<file path="src/rtl/branch_target_buffer_pkg.sv">
// Shared constants for the branch target buffer: 2-bit counter states and PC width.
package branch_target_buffer_pkg;

  localparam int PC_W = 32;

  typedef logic [1:0] ctr_t;

  localparam ctr_t CTR_SNT   = 2'b00;
  localparam ctr_t CTR_WNT   = 2'b01;
  localparam ctr_t CTR_WT    = 2'b10;
  localparam ctr_t CTR_ST    = 2'b11;
  localparam ctr_t CTR_RST   = CTR_WNT;
  localparam ctr_t CTR_ALLOC = CTR_WT;

endpackage

</file>
<file path="src/rtl/branch_target_buffer_if.sv">
// Lookup and training port bundle between the pipeline (master) and the BTB (slave).
interface branch_target_buffer_if;
  import branch_target_buffer_pkg::*;

  logic [PC_W-1:0] PC;
  logic            BTB_Hit;
  logic            Predict_Taken;
  logic [PC_W-1:0] BTB_Addr;
  logic            Update_En;
  logic [PC_W-1:0] Update_PC;
  logic            Update_Taken;
  logic [PC_W-1:0] Update_Target;

  modport master (
    output PC, Update_En, Update_PC, Update_Taken, Update_Target,
    input  BTB_Hit, Predict_Taken, BTB_Addr
  );

  modport slave (
    input  PC, Update_En, Update_PC, Update_Taken, Update_Target,
    output BTB_Hit, Predict_Taken, BTB_Addr
  );
endinterface

</file>
<file path="src/rtl/branch_target_buffer_sat_counter2.sv">
// 2-bit saturating counter next-state: increments on taken, decrements on not-taken.
module sat_counter2
  import branch_target_buffer_pkg::*;
(
  input  ctr_t ctr_i,
  input  logic taken_i,
  output ctr_t ctr_o
);

  always_comb begin
    ctr_o = ctr_i;
    if (taken_i) begin
      if (ctr_i != CTR_ST)  ctr_o = ctr_i + 2'd1;
    end else begin
      if (ctr_i != CTR_SNT) ctr_o = ctr_i - 2'd1;
    end
  end

endmodule

</file>
<file path="src/rtl/branch_target_buffer.sv">
// Direct-mapped BTB: combinational lookup on PC, single training port from the resolve stage.
module branch_target_buffer
  import branch_target_buffer_pkg::*;
#(
  parameter int ENTRIES = 16,
  parameter int IDX_W   = 4
) (
  input  logic                  CLK,
  input  logic                  RESET,
  branch_target_buffer_if.slave bus
);

  localparam int TAG_W = PC_W - IDX_W - 2;

  logic [ENTRIES-1:0] valid_q, valid_d;
  logic [TAG_W-1:0]   tag_q    [ENTRIES];
  logic [TAG_W-1:0]   tag_d    [ENTRIES];
  logic [PC_W-1:0]    target_q [ENTRIES];
  logic [PC_W-1:0]    target_d [ENTRIES];
  ctr_t               ctr_q    [ENTRIES];
  ctr_t               ctr_d    [ENTRIES];

  logic [IDX_W-1:0] lk_idx, up_idx;
  logic [TAG_W-1:0] lk_tag, up_tag;
  logic             lk_hit, up_hit;
  ctr_t             ctr_nxt;

  // Byte offset bits never select an entry.
  logic unused_lo;
  assign unused_lo = ^{bus.PC[1:0], bus.Update_PC[1:0]};

  assign lk_idx = bus.PC[IDX_W+1:2];
  assign lk_tag = bus.PC[PC_W-1:IDX_W+2];
  assign lk_hit = valid_q[lk_idx] && (tag_q[lk_idx] == lk_tag);

  assign bus.BTB_Hit       = lk_hit;
  assign bus.Predict_Taken = lk_hit & ctr_q[lk_idx][1];
  assign bus.BTB_Addr      = lk_hit ? target_q[lk_idx] : '0;

  assign up_idx = bus.Update_PC[IDX_W+1:2];
  assign up_tag = bus.Update_PC[PC_W-1:IDX_W+2];
  assign up_hit = valid_q[up_idx] && (tag_q[up_idx] == up_tag);

  sat_counter2 u_sat_counter2 (
    .ctr_i   (ctr_q[up_idx]),
    .taken_i (bus.Update_Taken),
    .ctr_o   (ctr_nxt)
  );

  always_comb begin
    valid_d  = valid_q;
    tag_d    = tag_q;
    target_d = target_q;
    ctr_d    = ctr_q;
    if (bus.Update_En) begin
      if (up_hit) begin
        ctr_d[up_idx] = ctr_nxt;
        if (bus.Update_Taken) target_d[up_idx] = bus.Update_Target;
      end else if (bus.Update_Taken) begin
        // Not-taken misses are never allocated, so only taken misses replace.
        valid_d[up_idx]  = 1'b1;
        tag_d[up_idx]    = up_tag;
        target_d[up_idx] = bus.Update_Target;
        ctr_d[up_idx]    = CTR_ALLOC;
      end
    end
  end

  always_ff @(posedge CLK) begin
    if (RESET) begin
      valid_q <= '0;
      for (int i = 0; i < ENTRIES; i++) ctr_q[i] <= CTR_RST;
    end else begin
      valid_q <= valid_d;
      ctr_q   <= ctr_d;
    end
  end

  // Tag/target need no reset value; only hold them so a reset-cycle update is discarded.
  always_ff @(posedge CLK) begin
    if (!RESET) begin
      tag_q    <= tag_d;
      target_q <= target_d;
    end
  end

endmodule

</file>
<file path="src/flat_wrapper.sv">
// flat-port wrapper written by rule: the top's interface ports become plain ports
module branch_target_buffer_flat import branch_target_buffer_pkg::*;
#(
  parameter int ENTRIES = 16,
  parameter int IDX_W   = 4
)
  (CLK, RESET, bus_PC, bus_Update_En, bus_Update_PC, bus_Update_Taken, bus_Update_Target, bus_BTB_Hit, bus_Predict_Taken, bus_BTB_Addr);
  branch_target_buffer_if bus_i ();
  input  logic CLK;
  input  logic RESET;
  input wire logic [$bits(bus_i.PC)-1:0] bus_PC;
  input wire logic [$bits(bus_i.Update_En)-1:0] bus_Update_En;
  input wire logic [$bits(bus_i.Update_PC)-1:0] bus_Update_PC;
  input wire logic [$bits(bus_i.Update_Taken)-1:0] bus_Update_Taken;
  input wire logic [$bits(bus_i.Update_Target)-1:0] bus_Update_Target;
  output wire logic [$bits(bus_i.BTB_Hit)-1:0] bus_BTB_Hit;
  output wire logic [$bits(bus_i.Predict_Taken)-1:0] bus_Predict_Taken;
  output wire logic [$bits(bus_i.BTB_Addr)-1:0] bus_BTB_Addr;
  assign bus_i.PC = bus_PC;
  assign bus_i.Update_En = bus_Update_En;
  assign bus_i.Update_PC = bus_Update_PC;
  assign bus_i.Update_Taken = bus_Update_Taken;
  assign bus_i.Update_Target = bus_Update_Target;
  assign bus_BTB_Hit = bus_i.BTB_Hit;
  assign bus_Predict_Taken = bus_i.Predict_Taken;
  assign bus_BTB_Addr = bus_i.BTB_Addr;
  branch_target_buffer #(.ENTRIES(ENTRIES), .IDX_W(IDX_W)) u_core (.CLK(CLK), .RESET(RESET), .bus(bus_i));
endmodule
</file>
<file path="config.mk">
export PLATFORM = sky130hd
export DESIGN_NAME = branch_target_buffer_flat
export DESIGN_NICKNAME = d
export VERILOG_FILES = /design/src/rtl/branch_target_buffer_pkg.sv /design/src/rtl/branch_target_buffer_if.sv /design/src/rtl/branch_target_buffer_sat_counter2.sv /design/src/rtl/branch_target_buffer.sv /design/src/flat_wrapper.sv
export SDC_FILE = /design/constraint.sdc
export NUM_CORES = 1
export LEC_CHECK = 0
export CORE_ASPECT_RATIO = 0.8
export CORE_MARGIN = 2
export CORE_UTILIZATION = 66
export DETAILED_ROUTE_END_ITERATION = 8
export PLACE_DENSITY = 0.92
export SLEW_MARGIN = 10
export SYNTH_ARGS = -nofsm -noshare
export SYNTH_HDL_FRONTEND = slang
export SYNTH_SLANG_ARGS = --single-unit
</file>
<file path="constraint.sdc">
create_clock -name CLK -period 6.5 [get_ports CLK]
set_input_delay 0.65 -clock CLK [delete_from_list [all_inputs] [get_ports CLK]]
set_output_delay 0.65 -clock CLK [all_outputs]
set_load 0.05 [all_outputs]
</file>
# [After elaboration in Yosys (flattened, before gate mapping)]
# Cells that the tools add are included.
[totals] wordCells=115 romBits=0 ram_bits=0 latch_bits=0 reg_bits=976 in_bits=100 mem_count=0
[classes] eq_ne=3 add_sub_neg=2 n_bitwise=9 n_lt_le_gt_ge=6 n_mux=36 n_div=0 n_shift=0 n_mul=0 reduce_logical=10
[op_table] op="bitwise mux 512 bit" count=1
[op_table] op="bitwise mux 416 bit" count=1
[op_table] op="binary-select mux 26 bit (select 4 bit)" count=2
[op_table] op="2-to-1 mux 32 bit" count=6
[op_table] op="2-to-1 mux 26 bit" count=5
[op_table] op="binary-select mux 32 bit (select 4 bit)" count=1
[op_table] op="demux 32 bit (select 4 bit)" count=1
[op_table] op="demux 26 bit (select 4 bit)" count=1
[op_table] op="== test 26 bit" count=2
[op_table] op="bitwise mux 32 bit" count=1
[op_table] op="OR 16 bit" count=2
[op_table] op="bitwise AND 16 bit" count=1
[op_table] op="binary-select mux 2 bit (select 4 bit)" count=2
[op_table] op="2-to-1 mux 2 bit" count=8
[op_table] op="NOT 16 bit" count=1
[op_table] op="greater-or-equal comparator 5 bit (second input constant)" count=2
[op_table] op="< comparator 4 x 5 -> 1 bit (second input constant)" count=2
[op_table] op="NOT 4 -> 5 bit" count=2
[op_table] op="binary-select mux 1 bit (select 4 bit)" count=2
[op_table] op="demux 2 bit (select 4 bit)" count=1
[op_table] op="AND reduction 3 bit" count=2
[op_table] op="< comparator 5 x 1 -> 1 bit (second input constant)" count=1
[op_table] op="demux 1 bit (select 4 bit)" count=1
[op_table] op="greater-or-equal comparator 4 x 1 -> 1 bit (second input constant)" count=1
[op_table] op="10 further kinds" count=17

# [Depth between registers and ports, before layout]
[depth] depth_word=9 mapped_depth=16 mapped_depth_nobuf=9

# [By module]
# Synthesis repeated with hierarchy kept, for this count alone.
[hier_totals] cells_unflattened=2015 area_unflattened_um2=42067.8
[modules_own_cells] mod="branch_target_buffer" cells_each=2012 seq_area_each_um2=28827.6 area_per_inst_um2=42041.6 instances=1
[modules_own_cells] mod="sat_counter2" cells_each=3 seq_area_each_um2=0.0 area_per_inst_um2=26.3 instances=1

# [Worst setup path after synthesis]
# No wires, ideal clock.
[synth_path] kind="input-to-output" from="input bus_PC[2]" to="output bus_BTB_Addr[20]" cell_stages=10 arrival_time_ns=3.997 setup_slack_ns=1.853 cell_sequence="clkbuf_1 > buf_2 > buf_1 > mux4_2 > mux4_2 > xnor2_1 > nand4_1 > nor3_1 > clkbuf_1 > and3_1"
[synth_between] elab_chain_cells=7
[synth_rtl] item="from (decl)" line="flat_wrapper.sv:11" text="input wire logic [$bits(bus_i.PC)-1:0] bus_PC;"
[synth_rtl] item="NOT 4 -> 5 bit (not written as such)" line="branch_target_buffer.sv:34, branch_target_buffer.sv:38"
[synth_rtl] item="binary-select mux 26 bit (select 4 bit)" line="branch_target_buffer.sv:34" text="assign lk_hit = valid_q[lk_idx] && (tag_q[lk_idx] == lk_tag);"
[synth_rtl] item="2-to-1 mux 26 bit (not written as such) (2 in series)" line="branch_target_buffer.sv:34"
[synth_rtl] item="== test 26 bit" line="branch_target_buffer.sv:34"
[synth_rtl] item="logical AND 1 bit" line="branch_target_buffer.sv:34"
[synth_rtl] item="2-to-1 mux 32 bit (*)" line="branch_target_buffer.sv:38" text="assign bus.BTB_Addr = lk_hit ? target_q[lk_idx] : '0;"
[synth_rtl] item="to (decl)" line="flat_wrapper.sv:18" text="output wire logic [$bits(bus_i.BTB_Addr)-1:0] bus_BTB_Addr;"
# Every way passes the cells marked *; elsewhere a longest branch is shown, timed or not. The select of a mux whose other input is x is not followed.

# [Worst setup path in the final report]
[layout_path] from="input bus_PC[2]" to="output bus_BTB_Addr[10]"
# Same word-level chain as after synthesis.

==> metrics.txt <==
First-pass DRT Iterations=8; Nets=2265; clock-pin slew on the worst setup and hold paths=60 ps; area share of xor/xnor cells in the synthesized design=1.00%; R2R Path Start=u_core.tag_q[42]; TritonCTS Sinks=976; ANT nets after route=0; DP Area=44400 µm²; area grow syn2layout=12.9%; total global routing overflow=0; post-cts resize count=0; CP required=5850 ps; synthesized-area fraction occupied by adder cells=0.0239%; cell area after layout=47300 µm²; slowest CP cell=clkdlybuf4s50_1; vias in the first global route=25500; worst-margin pin slew=1240 ps; cells along the critical path=buf_8, buf_12, mux4_2, mux4_2, xnor2_1, nand4_1, nor3_2, buf_4, and3_1, clkdlybuf4s50_1; largest stage delay on the critical path=840 ps; Setup crit end=bus_BTB_Addr[10]; Setup Buffers After CTS=0; Util after Layout=75.5%; Final Skew=25.2 ps; DR iter-0 viols=4999; cts hold-fix bufs=0; Period Utilization, post-route=85.8%; CTS tree=done; Buf/Inv on CP=4; Worst R2R End=u_core.tag_q[57]; setup violators final=0; setup slack, reg-to-reg=1860 ps; fraction of registers with async set/reset=0%; RD Place Congestion=0.853; HPWL after DPL=62900 µm; RSZ-0062 raised after global routing=no; Ys Warns=0; r2r worst-path depth=11; Post-Synthesis Cells=2019; GRT Total Usage=38.4%; Yosys top cell area share=66.5%; CP Class=in -> out; total number of vias=24600; largest net degree at the start of global routing=74; CP Capture Type=primary output; largest family of logic cells by synthesized area=multiplexers; Final Hold Viols=0; clk buf depth=3; EDFF count, synth=928; Synth cell types=60; Root Driver=clkbuf_16; Yosys reg bits=976; Max Fclk=179 MHz; Rel. slew slack=17.3%; initial antenna violation count=10; die area=65500 µm²; LEAKAGE=0.0151 µW; Via density=7.96; main area contributors after synthesis=edfxtp_1 (66%), mux4_2 (21%), mux2i_1 (2.7%); Die W=286 µm; post-synthesis simple-gate area fraction=2.33%; Starting Density=66.9%; syn avg cell area=20.8 µm²; Post-Syn Nets=2119; fillcell total=2870; post-synthesis mux area share=23.6%; worst skew pair latency=690 ps; Hold/Removal Path Class=reg -> reg; worst path arrival time=4930 ps; type of origin of the critical path=input pin; Core Region=62700 µm²; min cycle time layout=5580 ps; most used cell, CP=mux4_2; TNS Setup=0 ps; final-report max-slew violation count=0; origin of the worst setup path=bus_PC[2]; crit-path max FO=46; number of port buffers=129; layout cells sized above 1=29.3%; Critical Path Stages=10; drc violations=0; H-tree depth=3; Seq/Total Area, Yosys=68.8%; IR Drop Worst-Case VDD=316 µV; FP Rows=82; area of the mapped netlist=41900 µm²; first-pass GRT wire length=178000 µm; Die H=229 µm; cell area power density=280 nW/µm²; routed length per instance=39.8 µm; I/O pin total=134; Post-synth top flop=edfxtp_1; Synth Area in Compound Gates=2.37%; biggest area consumer among synthesized cells=edfxtp_1; status=completed; CP top delay family=buffers and inverters; wirelength, routed=123000 µm; total CTS buffers=89; max_cap viols=0
==> cells in the mapped netlist (2+ instances only) <==
cell type / number
nand3_1: 3
a211oi_1: 5
xnor2_1: 40
nand2_1: 39
and3_1: 35
a21oi_1: 10
xor2_1: 8
buf_6: 7
edfxtp_1: 928
buf_2: 30
a22o_1: 8
a31oi_1: 5
o21ai_0: 5
nor3_1: 6
buf_4: 18
o211ai_2: 9
buf_1: 30
and2_1: 4
a22oi_1: 20
clkbuf_1: 55
a221oi_2: 9
a221oi_1: 5
or4b_1: 2
nor4_1: 3
mux2_2: 11
nand4_1: 11
nand2b_1: 4
mux4_2: 383
o22ai_1: 20
mux2i_1: 113
nor2b_1: 16
dfxtp_1: 48
o211ai_1: 5
o2111ai_1: 5
nor2_1: 63
inv_1: 32
==> logic make-up after synthesis <==
logic type / Yosys count
AOI/OAI and AO/OA: 120
buffers and inverters: 173
adders and majority gates: 1
DFF: 976
xor gates and xnor gates: 48
muxes: 507
and+or+nand+nor: 194
==> power breakdown <==
part           internal, µW  switching (µW)
clock network          2970            2410
registers              6920            23.8
logic                   392             521
total                 10300            2960
==> worst min-delay path by stage <==
stage | startpoint | cells past startpoint | slack (ps) | endpoint
after floorplan | u_core.ctr_q[19] | 2 | 450 | u_core.ctr_q[19]
after global placement | u_core.ctr_q[23] | 2 | 460 | u_core.ctr_q[23]
after detailed placement | u_core.ctr_q[27] | 2 | 480 | u_core.ctr_q[27]
after CTS | u_core.ctr_q[21] | 2 | 500 | u_core.ctr_q[21]
after global routing | u_core.ctr_q[25] | 2 | 530 | u_core.ctr_q[25]
final | u_core.ctr_q[21] | 2 | 500 | u_core.ctr_q[21]
==> metal layers <==
layer	global-route usage [%]	vias up	share of wire, %
li1	-	8872	-
met1	47.7	12200	31
met2	60.3	2815	48
met3	11.8	711	14
met4	23.3	4	7.4
met5	0	-	0.025
==> per-stage QoR <==
step	setup slack, ps	hold WS, ps	power [µW]	instances
final	924	505	13200	3085
after global placement	1150	465	7880	2914
after global routing	728	529	13500	3083
after floorplan	1850	449	7610	2019
after CTS	912	497	13200	3079
after detailed placement	1000	484	7930	2914
==> flip-flops by register name, indices dropped and copies added (netlist names) <==
signal and count:
u_core.target_q 512, u_core.tag_q 416, u_core.ctr_q 32, u_core.valid_q 16
==> cell type report <==
cell class | count | area (µm²) | share of cell area (%)
Inverter | 33 | 124 | 0.262
Tap cell | 840 | 1050 | 2.22
Timing Repair Buffer | 195 | 1830 | 3.87
Clock inverter | 49 | 557 | 1.18
Clock buffer | 116 | 2370 | 5.01
Sequential cell | 976 | 28800 | 60.9
Antenna cell | 6 | 15.0 | 0.0317
Multi-Input combinational cell | 870 | 12500 | 26.5
==> cells in the final DEF, fill, tap and decap left out, types with 11 or more instances in the layout <==
cell	n
clkinv_1	12
clkinv_2	17
dfxtp_1	48
mux4_2	383
buf_4	65
mux2_2	11
nor2b_1	16
clkbuf_1	24
a22oi_1	20
nor2_4	32
nor2_1	31
nand4_1	11
clkbuf_16	90
edfxtp_1	928
clkdlybuf4s50_1	120
nand2_1	39
inv_1	32
and3_1	35
o22ai_1	20
mux2i_1	113
xnor2_1	40
==> worst register-to-register path: stages, from the launching register on <==
cell and delay [ps]:
edfxtp_1 400, mux4_2 500, mux2i_1 170, mux2i_1 130, xnor2_1 530, nand4_1 230, or4b_1 640, nor4_4 360
or2_2 570, buf_4 330, nor2_4 70, buf_4 320
(Power assumes the default switching activity.)
